--- src/rtl/pipe_fifo_pkg.sv ---
// Shared definitions for the multi-channel pipe FIFO: direction encoding and count sizing.
// No logic here; nothing to stall.
package pipe_fifo_pkg;

  localparam logic DIR_H2U = 1'b0;
  localparam logic DIR_U2H = 1'b1;

  // Count needs one extra bit so a full channel (2^addr_width) is representable.
  function automatic int cnt_width(input int addr_width);
    return addr_width + 1;
  endfunction

endpackage

--- src/rtl/pipe_fifo_multi_if.sv ---
// Host pipe-side bundle: channel selects, strobes and data; availability is combinational, read data registered.
// No backpressure: the host is expected to honour the available counts before strobing.
interface pipe_fifo_multi_if #(
  parameter int DATA_WIDTH = 16,
  parameter int CH_WIDTH   = 2
);

  logic [CH_WIDTH-1:0]   ti_in_chan;
  logic                  ti_in_data_en;
  logic [DATA_WIDTH-1:0] ti_in_data;
  logic [15:0]           ti_in_available;
  logic [CH_WIDTH-1:0]   ti_out_chan;
  logic                  ti_out_data_en;
  logic [DATA_WIDTH-1:0] ti_out_data;
  logic [15:0]           ti_out_available;

  modport master (
    output ti_in_chan, ti_in_data_en, ti_in_data, ti_out_chan, ti_out_data_en,
    input  ti_in_available, ti_out_data, ti_out_available
  );

  modport slave (
    input  ti_in_chan, ti_in_data_en, ti_in_data, ti_out_chan, ti_out_data_en,
    output ti_in_available, ti_out_data, ti_out_available
  );

endinterface

--- src/rtl/pipe_fifo_channel.sv ---
// One circular-buffer FIFO, one write and one read port; count updates one edge after a strobe.
// Full drops writes unless a read pops in the same cycle; empty reads yield 0. Flush overrides both ports.
module pipe_fifo_channel
  import pipe_fifo_pkg::*;
#(
  parameter int DATA_WIDTH = 16,
  parameter int ADDR_WIDTH = 4
) (
  input  logic                             clk,
  input  logic                             rst_n,
  input  logic                             flush,
  input  logic                             wr_en,
  input  logic [DATA_WIDTH-1:0]            wr_data,
  input  logic                             rd_en,
  output logic [DATA_WIDTH-1:0]            head_data,
  output logic [cnt_width(ADDR_WIDTH)-1:0] count,
  output logic                             ovf_pulse,
  output logic                             udf_pulse
);

  localparam int CW    = cnt_width(ADDR_WIDTH);
  localparam int DEPTH = 1 << ADDR_WIDTH;

  logic [DATA_WIDTH-1:0] mem [DEPTH];
  logic [ADDR_WIDTH-1:0] wr_ptr, rd_ptr;
  logic                  empty, full, rd_ok, wr_ok;

  assign empty = (count == '0);
  assign full  = (count == CW'(DEPTH));
  assign rd_ok = rd_en & ~empty & ~flush;
  assign wr_ok = wr_en & (~full | rd_ok) & ~flush;

  assign ovf_pulse = wr_en & ~wr_ok & ~flush;
  assign udf_pulse = rd_en & empty & ~flush;
  // Empty reads present zero so the caller's output register can load head_data unconditionally.
  assign head_data = empty ? '0 : mem[rd_ptr];

  always_ff @(posedge clk or negedge rst_n) begin
    if (!rst_n) begin
      wr_ptr <= '0;
      rd_ptr <= '0;
      count  <= '0;
    end else if (flush) begin
      wr_ptr <= '0;
      rd_ptr <= '0;
      count  <= '0;
    end else begin
      if (wr_ok) wr_ptr <= wr_ptr + 1'b1;
      if (rd_ok) rd_ptr <= rd_ptr + 1'b1;
      case ({wr_ok, rd_ok})
        2'b10:   count <= count + 1'b1;
        2'b01:   count <= count - 1'b1;
        default: count <= count;
      endcase
    end
  end

  always_ff @(posedge clk) begin
    if (wr_ok) mem[wr_ptr] <= wr_data;
  end

endmodule

--- src/rtl/pipe_fifo_multi.sv ---
// CHANNELS independent pipe FIFOs with per-channel direction, sticky overflow/underflow flags.
// Write-to-count and read-to-data latency one cycle; full channels drop writes, empty reads return 0.
module pipe_fifo_multi
  import pipe_fifo_pkg::*;
#(
  parameter int DATA_WIDTH = 16,
  parameter int ADDR_WIDTH = 4,
  parameter int CHANNELS   = 4,
  parameter int CH_WIDTH   = 2
) (
  input  logic                                      ti_clk,
  input  logic                                      a_rst_n,
  input  logic                                      ti_rst_soft,
  input  logic [CHANNELS-1:0]                       cfg_dir,
  pipe_fifo_multi_if.slave                          ti,
  input  logic [CHANNELS-1:0]                       usr_wr_en,
  input  logic [CHANNELS*DATA_WIDTH-1:0]            usr_wr_data,
  input  logic [CHANNELS-1:0]                       usr_rd_en,
  output logic [CHANNELS*DATA_WIDTH-1:0]            usr_rd_data,
  output logic [CHANNELS*cnt_width(ADDR_WIDTH)-1:0] usr_count,
  output logic [CHANNELS-1:0]                       stat_overflow,
  output logic [CHANNELS-1:0]                       stat_underflow
);

  localparam int CW    = cnt_width(ADDR_WIDTH);
  localparam int DEPTH = 1 << ADDR_WIDTH;

  logic [CHANNELS-1:0]   dir_q, flush, host_wr, host_rd, ch_wr_en, ch_rd_en, ovf, udf;
  logic [DATA_WIDTH-1:0] ch_wr_data [CHANNELS];
  logic [DATA_WIDTH-1:0] head       [CHANNELS];
  logic [DATA_WIDTH-1:0] usr_rd_q   [CHANNELS];
  logic [CW-1:0]         cnt        [CHANNELS];
  logic [DATA_WIDTH-1:0] out_word, ti_out_q;
  logic                  out_ok;
  logic [CW-1:0]         in_free, out_cnt;

  always_ff @(posedge ti_clk or negedge a_rst_n) begin
    if (!a_rst_n) dir_q <= '0;
    else          dir_q <= cfg_dir;
  end

  for (genvar c = 0; c < CHANNELS; c++) begin : g_ch
    assign host_wr[c] = ti.ti_in_data_en  && (ti.ti_in_chan  == CH_WIDTH'(c));
    assign host_rd[c] = ti.ti_out_data_en && (ti.ti_out_chan == CH_WIDTH'(c));
    // A direction change empties the channel; soft reset empties every channel.
    assign flush[c]   = ti_rst_soft | (cfg_dir[c] ^ dir_q[c]);

    assign ch_wr_en[c]   = (cfg_dir[c] == DIR_U2H) ? usr_wr_en[c] : host_wr[c];
    assign ch_wr_data[c] = (cfg_dir[c] == DIR_U2H) ? usr_wr_data[c*DATA_WIDTH +: DATA_WIDTH]
                                                   : ti.ti_in_data;
    assign ch_rd_en[c]   = (cfg_dir[c] == DIR_U2H) ? host_rd[c] : usr_rd_en[c];

    pipe_fifo_channel #(
      .DATA_WIDTH (DATA_WIDTH),
      .ADDR_WIDTH (ADDR_WIDTH)
    ) u_ch (
      .clk       (ti_clk),
      .rst_n     (a_rst_n),
      .flush     (flush[c]),
      .wr_en     (ch_wr_en[c]),
      .wr_data   (ch_wr_data[c]),
      .rd_en     (ch_rd_en[c]),
      .head_data (head[c]),
      .count     (cnt[c]),
      .ovf_pulse (ovf[c]),
      .udf_pulse (udf[c])
    );

    // User read register loads on every user strobe; a non-owned or flushed channel yields 0.
    always_ff @(posedge ti_clk or negedge a_rst_n) begin
      if (!a_rst_n)
        usr_rd_q[c] <= '0;
      else if (usr_rd_en[c] && !ti_rst_soft)
        usr_rd_q[c] <= (cfg_dir[c] == DIR_H2U && !flush[c]) ? head[c] : '0;
    end

    assign usr_rd_data[c*DATA_WIDTH +: DATA_WIDTH] = usr_rd_q[c];
    assign usr_count[c*CW +: CW]                    = cnt[c];
  end

  always_ff @(posedge ti_clk or negedge a_rst_n) begin
    if (!a_rst_n) begin
      stat_overflow  <= '0;
      stat_underflow <= '0;
    end else if (ti_rst_soft) begin
      stat_overflow  <= '0;
      stat_underflow <= '0;
    end else begin
      stat_overflow  <= stat_overflow  | ovf;
      stat_underflow <= stat_underflow | udf;
    end
  end

  // Host-side selects; an out-of-range channel reads as no space and no data.
  always_comb begin
    out_word = '0;
    out_ok   = 1'b0;
    out_cnt  = '0;
    in_free  = '0;
    for (int i = 0; i < CHANNELS; i++) begin
      if (ti.ti_out_chan == CH_WIDTH'(i)) begin
        out_word = head[i];
        out_ok   = (cfg_dir[i] == DIR_U2H) && !flush[i];
        out_cnt  = cnt[i];
      end
      if (ti.ti_in_chan == CH_WIDTH'(i))
        in_free = CW'(DEPTH) - cnt[i];
    end
  end

  always_ff @(posedge ti_clk or negedge a_rst_n) begin
    if (!a_rst_n)
      ti_out_q <= '0;
    else if (ti.ti_out_data_en && !ti_rst_soft)
      ti_out_q <= out_ok ? out_word : '0;
  end

  assign ti.ti_out_data      = ti_out_q;
  assign ti.ti_in_available  = 16'(in_free);
  assign ti.ti_out_available = 16'(out_cnt);

endmodule

--- src/flat_wrapper.sv ---
// flat-port wrapper written by rule: the top's interface ports become plain ports
module pipe_fifo_multi_flat import pipe_fifo_pkg::*;
#(
  parameter int DATA_WIDTH = 16,
  parameter int ADDR_WIDTH = 4,
  parameter int CHANNELS   = 4,
  parameter int CH_WIDTH   = 2
)
  (ti_clk, a_rst_n, ti_rst_soft, cfg_dir, usr_wr_en, usr_wr_data, usr_rd_en, usr_rd_data, usr_count, stat_overflow, stat_underflow, ti_ti_in_chan, ti_ti_in_data_en, ti_ti_in_data, ti_ti_out_chan, ti_ti_out_data_en, ti_ti_in_available, ti_ti_out_data, ti_ti_out_available);
  pipe_fifo_multi_if #(.DATA_WIDTH(DATA_WIDTH), .CH_WIDTH(CH_WIDTH)) ti_i ();
  input  logic ti_clk;
  input  logic a_rst_n;
  input  logic ti_rst_soft;
  input  logic [CHANNELS-1:0] cfg_dir;
  input  logic [CHANNELS-1:0] usr_wr_en;
  input  logic [CHANNELS*DATA_WIDTH-1:0] usr_wr_data;
  input  logic [CHANNELS-1:0] usr_rd_en;
  output logic [CHANNELS*DATA_WIDTH-1:0] usr_rd_data;
  output logic [CHANNELS*cnt_width(ADDR_WIDTH)-1:0] usr_count;
  output logic [CHANNELS-1:0] stat_overflow;
  output logic [CHANNELS-1:0] stat_underflow;
  input wire logic [$bits(ti_i.ti_in_chan)-1:0] ti_ti_in_chan;
  input wire logic [$bits(ti_i.ti_in_data_en)-1:0] ti_ti_in_data_en;
  input wire logic [$bits(ti_i.ti_in_data)-1:0] ti_ti_in_data;
  input wire logic [$bits(ti_i.ti_out_chan)-1:0] ti_ti_out_chan;
  input wire logic [$bits(ti_i.ti_out_data_en)-1:0] ti_ti_out_data_en;
  output wire logic [$bits(ti_i.ti_in_available)-1:0] ti_ti_in_available;
  output wire logic [$bits(ti_i.ti_out_data)-1:0] ti_ti_out_data;
  output wire logic [$bits(ti_i.ti_out_available)-1:0] ti_ti_out_available;
  assign ti_i.ti_in_chan = ti_ti_in_chan;
  assign ti_i.ti_in_data_en = ti_ti_in_data_en;
  assign ti_i.ti_in_data = ti_ti_in_data;
  assign ti_i.ti_out_chan = ti_ti_out_chan;
  assign ti_i.ti_out_data_en = ti_ti_out_data_en;
  assign ti_ti_in_available = ti_i.ti_in_available;
  assign ti_ti_out_data = ti_i.ti_out_data;
  assign ti_ti_out_available = ti_i.ti_out_available;
  pipe_fifo_multi #(.DATA_WIDTH(DATA_WIDTH), .ADDR_WIDTH(ADDR_WIDTH), .CHANNELS(CHANNELS), .CH_WIDTH(CH_WIDTH)) u_core (.ti_clk(ti_clk), .a_rst_n(a_rst_n), .ti_rst_soft(ti_rst_soft), .cfg_dir(cfg_dir), .ti(ti_i), .usr_wr_en(usr_wr_en), .usr_wr_data(usr_wr_data), .usr_rd_en(usr_rd_en), .usr_rd_data(usr_rd_data), .usr_count(usr_count), .stat_overflow(stat_overflow), .stat_underflow(stat_underflow));
endmodule
--- config.mk ---
export PLATFORM = sky130hd
export DESIGN_NAME = pipe_fifo_multi_flat
export DESIGN_NICKNAME = d
export VERILOG_FILES = /design/src/rtl/pipe_fifo_pkg.sv /design/src/rtl/pipe_fifo_multi_if.sv /design/src/rtl/pipe_fifo_channel.sv /design/src/rtl/pipe_fifo_multi.sv /design/src/flat_wrapper.sv
export SDC_FILE = /design/constraint.sdc
export NUM_CORES = 1
export LEC_CHECK = 0
export CORE_ASPECT_RATIO = 0.9
export CORE_MARGIN = 4
export CORE_UTILIZATION = 55
export CTS_BUF_LIST = sky130_fd_sc_hd__clkbuf_4 sky130_fd_sc_hd__clkbuf_8
export CTS_CLUSTER_SIZE = 24
export DETAILED_ROUTE_END_ITERATION = 16
export GPL_ROUTABILITY_DRIVEN = 0
export PLACE_DENSITY_LB_ADDON = 0.15
export SYNTH_ARGS = -nofsm -noshare
export SYNTH_HDL_FRONTEND = slang
export SYNTH_SLANG_ARGS = --single-unit
--- constraint.sdc ---
create_clock -name ti_clk -period 6.05 [get_ports ti_clk]
set_input_delay 1.21 -clock ti_clk [delete_from_list [all_inputs] [get_ports ti_clk]]
set_output_delay 1.21 -clock ti_clk [all_outputs]
set_load 0.01 [all_outputs]
======== Yosys cells after proc, flatten, opt, wreduce, memory -nomap -nowiden ========
Memories as Yosys holds them, arrays and structs flattened.
Index checks and enable logic that the tools add are counted.
cells by class
  add/sub/neg operators ................... 20
  equality and inequality tests ........... 18
  multiplexer cells ....................... 71
  bitwise gates (word level) .............. 66
  reduce and logical (&&, ||, !) cells .... 44
operator list
  cell                                                 count
  two-way mux 16 bit                                   17
  two-way mux 4 bit                                    18
  two-way mux 5 bit                                    12
  case mux 5 bit (2 select lines)                      4
  adder 4 x 1 -> 4 bit, second input constant          8
  AND 1 bit                                            32
  logical AND 1 bit                                    21
  adder 5 x 1 -> 5 bit, second input constant          4
  equality test 5 bit, second input constant           4
  zero test 5 bit                                      4
  two-way mux 1 bit                                    20
  inverter 1 bit                                       20
  subtractor 5 x 1 -> 5 bit, second input constant     4
  subtractor 5 bit, first input constant               4
  equality test 2 bit, second input constant           8
  nonzero test 2 bit                                   8
  equality test 2 x 1 -> 1 bit, second input constant  6
  nonzero test 3 bit                                   4
  OR 1 bit                                             8
  OR 4 bit                                             2
  zero test 1 bit                                      5
  zero test 2 bit                                      2
  bitwise XOR 1 bit                                    4
word-level totals
  flip-flop bits (word level) ............. 144
  memory bits (writable) .................. 1024
  input port bits ......................... 101
  output and inout bits ................... 140
  word-level logic and storage cells ...... 243
  memories kept ........................... 4
memories
  name                     words  bits a word  read ports  clocked after memory_dff  write ports  line                     source
  u_core.g_ch[0].u_ch.mem  16     16           1           0                         1            pipe_fifo_channel.sv:24  logic [DATA_WIDTH-1:0] mem [DEPTH];
  u_core.g_ch[1].u_ch.mem  16     16           1           0                         1            pipe_fifo_channel.sv:24
  u_core.g_ch[2].u_ch.mem  16     16           1           0                         1            pipe_fifo_channel.sv:24
  u_core.g_ch[3].u_ch.mem  16     16           1           0                         1            pipe_fifo_channel.sv:24

======== Logic depth before layout (Yosys ltp) ========
  word-level depth ........................ 13
  gate-level depth with buffers ........... 15
  gate-level depth less buffers ........... 14

======== Hierarchy ========
A second synthesis with hierarchy kept.
second synthesis, totals
  cells, all modules ...................... 2452
  area, all modules ....................... 48903.2 um2
modules (own cells, without submodules)
  module             times used  cells each  area each (um2)  sequential area each (um2)
  pipe_fifo_channel  4           502         10885.4          8012.7
  pipe_fifo_multi    1           444         5361.4           2302.2

======== Least setup slack after synthesis ========
Ideal clock, no wire load.
  path type ............................... input to register
  start point ............................. input ti_ti_out_chan[1]
  end point ............................... memory u_core.g_ch[2].u_ch.mem[12][0] (enable)
  library setup time ...................... 0.409 ns
  data arrival time ....................... 3.590 ns
  required time ........................... 5.641 ns
  setup slack ............................. 2.051 ns
  cell stages on the path ................. 7
  path buffers ............................ 2
  cells stage by stage .................... buf_4 > nand4b_2 > a2111oi_2 > o22a_1 > buf_4 > nand3_1 > nor3_1
on the way
  longest elaborated chain between the ends .. 10
ends and longest elaborated chain
  element                                  line                     source
  start: declaration                       flat_wrapper.sv:25       input wire logic [$bits(ti_i.ti_out_chan)-1:0] ti_ti_out_chan;
  equality test 2 bit                      pipe_fifo_multi.sv:44    assign host_rd[c] = ti.ti_out_data_en && (ti.ti_out_chan == CH_WIDTH'(c));
  logical AND 1 bit                        pipe_fifo_multi.sv:44
  two-way mux 1 bit                        pipe_fifo_multi.sv:51    assign ch_rd_en[c] = (cfg_dir[c] == DIR_U2H) ? host_rd[c] : usr_rd_en[c];
  AND 1 bit (2 in a row)                   pipe_fifo_channel.sv:30  assign rd_ok = rd_en & ~empty & ~flush;
  OR 1 bit                                 pipe_fifo_channel.sv:31  assign wr_ok = wr_en & (~full | rd_ok) & ~flush;
  AND 1 bit (2 in a row)                   pipe_fifo_channel.sv:31
  two-way mux 1 bit                        pipe_fifo_channel.sv:59  if (wr_ok) mem[wr_ptr] <= wr_data;
  two-way mux 1 bit (not written as such)  pipe_fifo_channel.sv:59
  end: declaration                         pipe_fifo_channel.sv:24
Every way passes these cells.

======== Worst setup path in the final report ========
  start point ............................. register u_core.g_ch[3].u_ch.count[0]
  end point ............................... output ti_ti_in_available[4]
on the way
  longest elaborated chain between the ends .. 2
ends and longest elaborated chain
  element                   line                     source
  start: declaration        pipe_fifo_channel.sv:16  output logic [cnt_width(ADDR_WIDTH)-1:0] count,
  start signal: assignment  pipe_fifo_channel.sv:51  2'b10: count <= count + 1'b1;
  start signal: assignment  pipe_fifo_channel.sv:52  2'b01: count <= count - 1'b1;
  start signal: assignment  pipe_fifo_channel.sv:53  default: count <= count;
  subtractor 5 bit          pipe_fifo_multi.sv:107   in_free = CW'(DEPTH) - cnt[i];
  two-way mux 5 bit         pipe_fifo_multi.sv:106   if (ti.ti_in_chan == CH_WIDTH'(i))
  end: declaration          flat_wrapper.sv:27       output wire logic [$bits(ti_i.ti_in_available)-1:0] ti_ti_in_available;
Every way passes these cells.

==> metrics.md <==
| Metric | Value |
|---|---|
| Status | complete, no violations |
| Worst setup margin | 1.09 ns |
| Placed insts | 4,093 |
| Synth Instances | 2,800 |
| Largest net degree at the start of global routing | 78 |
| Fmax | 0.201 GHz |
| Postcts setup bufs | 0 |
| R2R setup slack | 2.05 ns |
| Leak Pwr | 18.1 nW |
| Async SR Flop Fraction | 12.3% |
| Ys Warns | 0 |
| Floorplan row count | 103 |
| TritonCTS sink count | 1,168 |
| Die footprint | 93,500 µm² |
| Routed length per instance | 30.9 µm |
| Final Hold Fails | 0 |
| Post-DRT Antenna Nets | 0 |
| Core area | 87,900 µm² |
| Setup Total Neg Slack | 0 ns |
| I/O Buffers | 218 |
| Mapped Area | 48,800 µm² |
| Vias in the first global route | 27,864 |
| Die X | 322 µm |
| Crit Path Category | reg -> out |
| Layout Area Growth over Synthesis | 14.4% |
| Clk_skew | 0.0278 ns |
| Synthesized area per cell | 17.4 µm² |
| Flops & latches, synth | 1,168 |
| Drt initial violations | 4,093 |
| Layout cell share with drive strength beyond 1 | 22.2% |
| Initial core utilization | 55.5% |
| Placement Cell Area | 52,200 µm² |
| Data required time of the critical path | 4.84 ns |
| CTS Hold Bufs | 0 |
| Root Buffer | clkbuf_8 |
| Hpwl dp | 94.6 mm |
| Crit share post-route | 82.0% |
| R2R depth | 9 |
| Post-route insts no fill | 4,428 |
| Ys flop type | edfxtp_1 |
| Reg-to-Reg Start | u_core.g_ch[2].u_ch.count[0]$_DFFE_PN0P_ |
| Startpoint Class | flip-flop |
| Reg-to-reg endpoint | u_core.g_ch[2].u_ch.mem[3][15]$_DFFE_PP_ |
| CTS tree | done |
| Post-CTS resize count | 0 |
| Fin area | 55,800 µm² |
| Global-route wire length before repair | 195 mm |
| Num CTS Buffers | 178 |
| Hold WS | 0.445 ns |
| Vias | 28,494 |
| DRT Pass-1 Iters | 7 |
| Number of synthesized flops with an enable pin | 1,024 |
| Register area share after synthesis | 70.4% |
| # H-tree levels | 4 |
| Total power | 16.5 mW |
| Final setup fails | 0 |
| Max-cap viol count | 0 |
| Worst-margin pin slew | 1.31 ns |
| Final core utilization | 63.5% |
| Total Nets Final | 3,256 |
| Total GRT Usage | 29.2% |
| IO Count | 241 |
| P per Cell Area | 295 nW/µm² |
| CP Capture Type | output pin |
| Pre-CTS setup slack | 1.04 ns |
| Max FO, Critical Path | 9 |
| Worst-Skew Late Latency | 0.83 ns |
| CTS Buffer Depth | 3 |
| Total gr overflow | 0 |
| Netlist cell types | 86 |
| Peak VDD IR | 231 µV |
| DRC | 0 |
| Worst endpoint data arrival time | 3.75 ns |
| Max-slew violations | 0 |
| Final wirelength | 137 mm |
| Unrepaired setup endpoints after global routing | false |
| Slew HR | 11.6% |
| Clk slew on worst S/H paths | 0.06 ns |
| Die Span Y | 291 µm |
| Min Clock Period, post-route | 4.96 ns |
| Vias/cell | 6.43 |
| Initial antenna violation count | 20 |
| Hold Crit Class | in -> async |
layer usage:
metal | global-route usage, % | routed length, µm | vias up
li1 | - | - | 11792
met1 | 43.1 | 55200 | 14601
met2 | 39.9 | 58600 | 1857
met3 | 11.6 | 19200 | 232
met4 | 9.70 | 3760 | 12
met5 | 0.775 | 162 | -
cell type report:
type                            instances  area (µm²)
Tap cell                             1155        1450
Multi-Input combinational cell       1437       13500
Sequential cell                      1168       34400
Clock inverter                         60         443
Clock buffer                          260        3110
Inverter                               43         161
Antenna cell                           15        37.5
Fill cell                            6147       32100
Timing Repair Buffer                  290        2730
power by group:
| part | internal (mW) | leakage, nW | switching, mW |
|---|---|---|---|
| logic | 0.351 | 5.09 | 0.685 |
| clock network | 3.45 | 1.88 | 3.01 |
| registers | 8.88 | 11.2 | 0.0848 |
placed cells by master (no fill, tap or decap), types with 34 or more instances in the layout:
| master | n |
|---|---|
| clkbuf_8 | 185 |
| a22oi_1 | 63 |
| edfxtp_1 | 1024 |
| dfrtp_1 | 136 |
| nand3_1 | 41 |
| nand2_1 | 151 |
| clkinv_1 | 34 |
| mux2_2 | 113 |
| a22o_1 | 45 |
| mux4_2 | 200 |
| o21ai_0 | 70 |
| and2_1 | 36 |
| clkbuf_4 | 75 |
| mux2i_1 | 173 |
| a21oi_1 | 57 |
| buf_4 | 71 |
| ha_1 | 37 |
| nor2_1 | 110 |
| inv_1 | 42 |
| clkdlybuf4s50_1 | 216 |
how the worst max path moves through the flow:
stage | start | end | slack (ns) | cells past startpoint
global route | u_core.g_ch[3].u_ch.count[0]$_DFFE_PN0P_ | ti_ti_in_available[4] | 1.01 | 7
floorplan | ti_ti_out_chan[1] | u_core.g_ch[2].u_ch.mem[12][0]$_DFFE_PP_ | 2.05 | 7
global placement | ti_ti_out_chan[1] | u_core.g_ch[2].u_ch.mem[1][7]$_DFFE_PP_ | 1.15 | 7
detailed placement | ti_ti_out_chan[1] | u_core.g_ch[2].u_ch.mem[0][12]$_DFFE_PP_ | 1.04 | 7
CTS | u_core.g_ch[3].u_ch.count[0]$_DFFE_PN0P_ | ti_ti_in_available[4] | 1.11 | 7
finish | u_core.g_ch[3].u_ch.count[0]$_DFFE_PN0P_ | ti_ti_in_available[4] | 1.09 | 7
registers in the layout, indices dropped and copies added (netlist names):
register,flops
u_core.dir_q,4
u_core.g_ch.u_ch.count,20
u_core.stat_overflow,4
u_core.stat_underflow,4
u_core.g_ch.u_ch.wr_ptr,16
u_core.g_ch.u_ch.mem,1024
u_core.g_ch.u_ch.rd_ptr,16
u_core.ti.ti_out_data,16
u_core.usr_rd_data,64
cell families (layout without fill, tap and decap cells):
family,Yosys count,after routing,share of synthesized area [%]
other,1,37,0.00769
multiplexers,486,486,15.4
XOR/XNOR,41,41,0.736
flip-flops,1168,1168,70.4
buffers and inverters,216,653,2.22
AO/OA/AOI/OAI,358,358,5.22
adder cells (fa/ha/maj),37,37,0.949
AND/OR/NAND/NOR,493,493,5.06
worst max-delay path: stages (launching register included):
cell and delay, ns:
dfrtp_1 0.60, inv_1 0.17, ha_1 0.20, nor3b_1 0.42, ha_1 0.41, mux4_2 0.55, inv_1 0.07, clkdlybuf4s50_1 0.53
synth_stat cells, types with 5 or more instances:
master	number	area [µm²]
xor2_1	12	105
a21oi_1	57	285
and3_1	12	75.1
or4_1	7	52.6
nand2_1	151	567
nor2_1	110	413
o41ai_1	7	61.3
buf_4	47	353
dfrtp_1	144	3600
a31oi_1	7	43.8
xnor2_1	29	254
a221oi_1	15	131
o21ai_0	70	350
mux2_2	113	1270
edfxtp_1	1024	30700
mux4_2	200	4500
nor2_2	5	31.3
inv_1	42	158
buf_2	45	225
a22o_1	45	394
mux2i_1	173	1730
ha_1	37	463
o2111ai_1	10	87.6
nor3_1	35	175
nand3_1	41	205
and2_1	36	225
o22ai_1	9	56.3
nor3b_1	6	45.0
a22oi_1	63	473
nor4_1	7	43.8
clkbuf_1	57	214
a211oi_1	18	135
nand2b_1	14	87.6
or2_2	5	31.3
buf_6	5	56.3
nand4_1	7	43.8
nor2b_1	26	163
buf_1	18	67.6
Note: power is estimated with default switching activity, not from simulation.
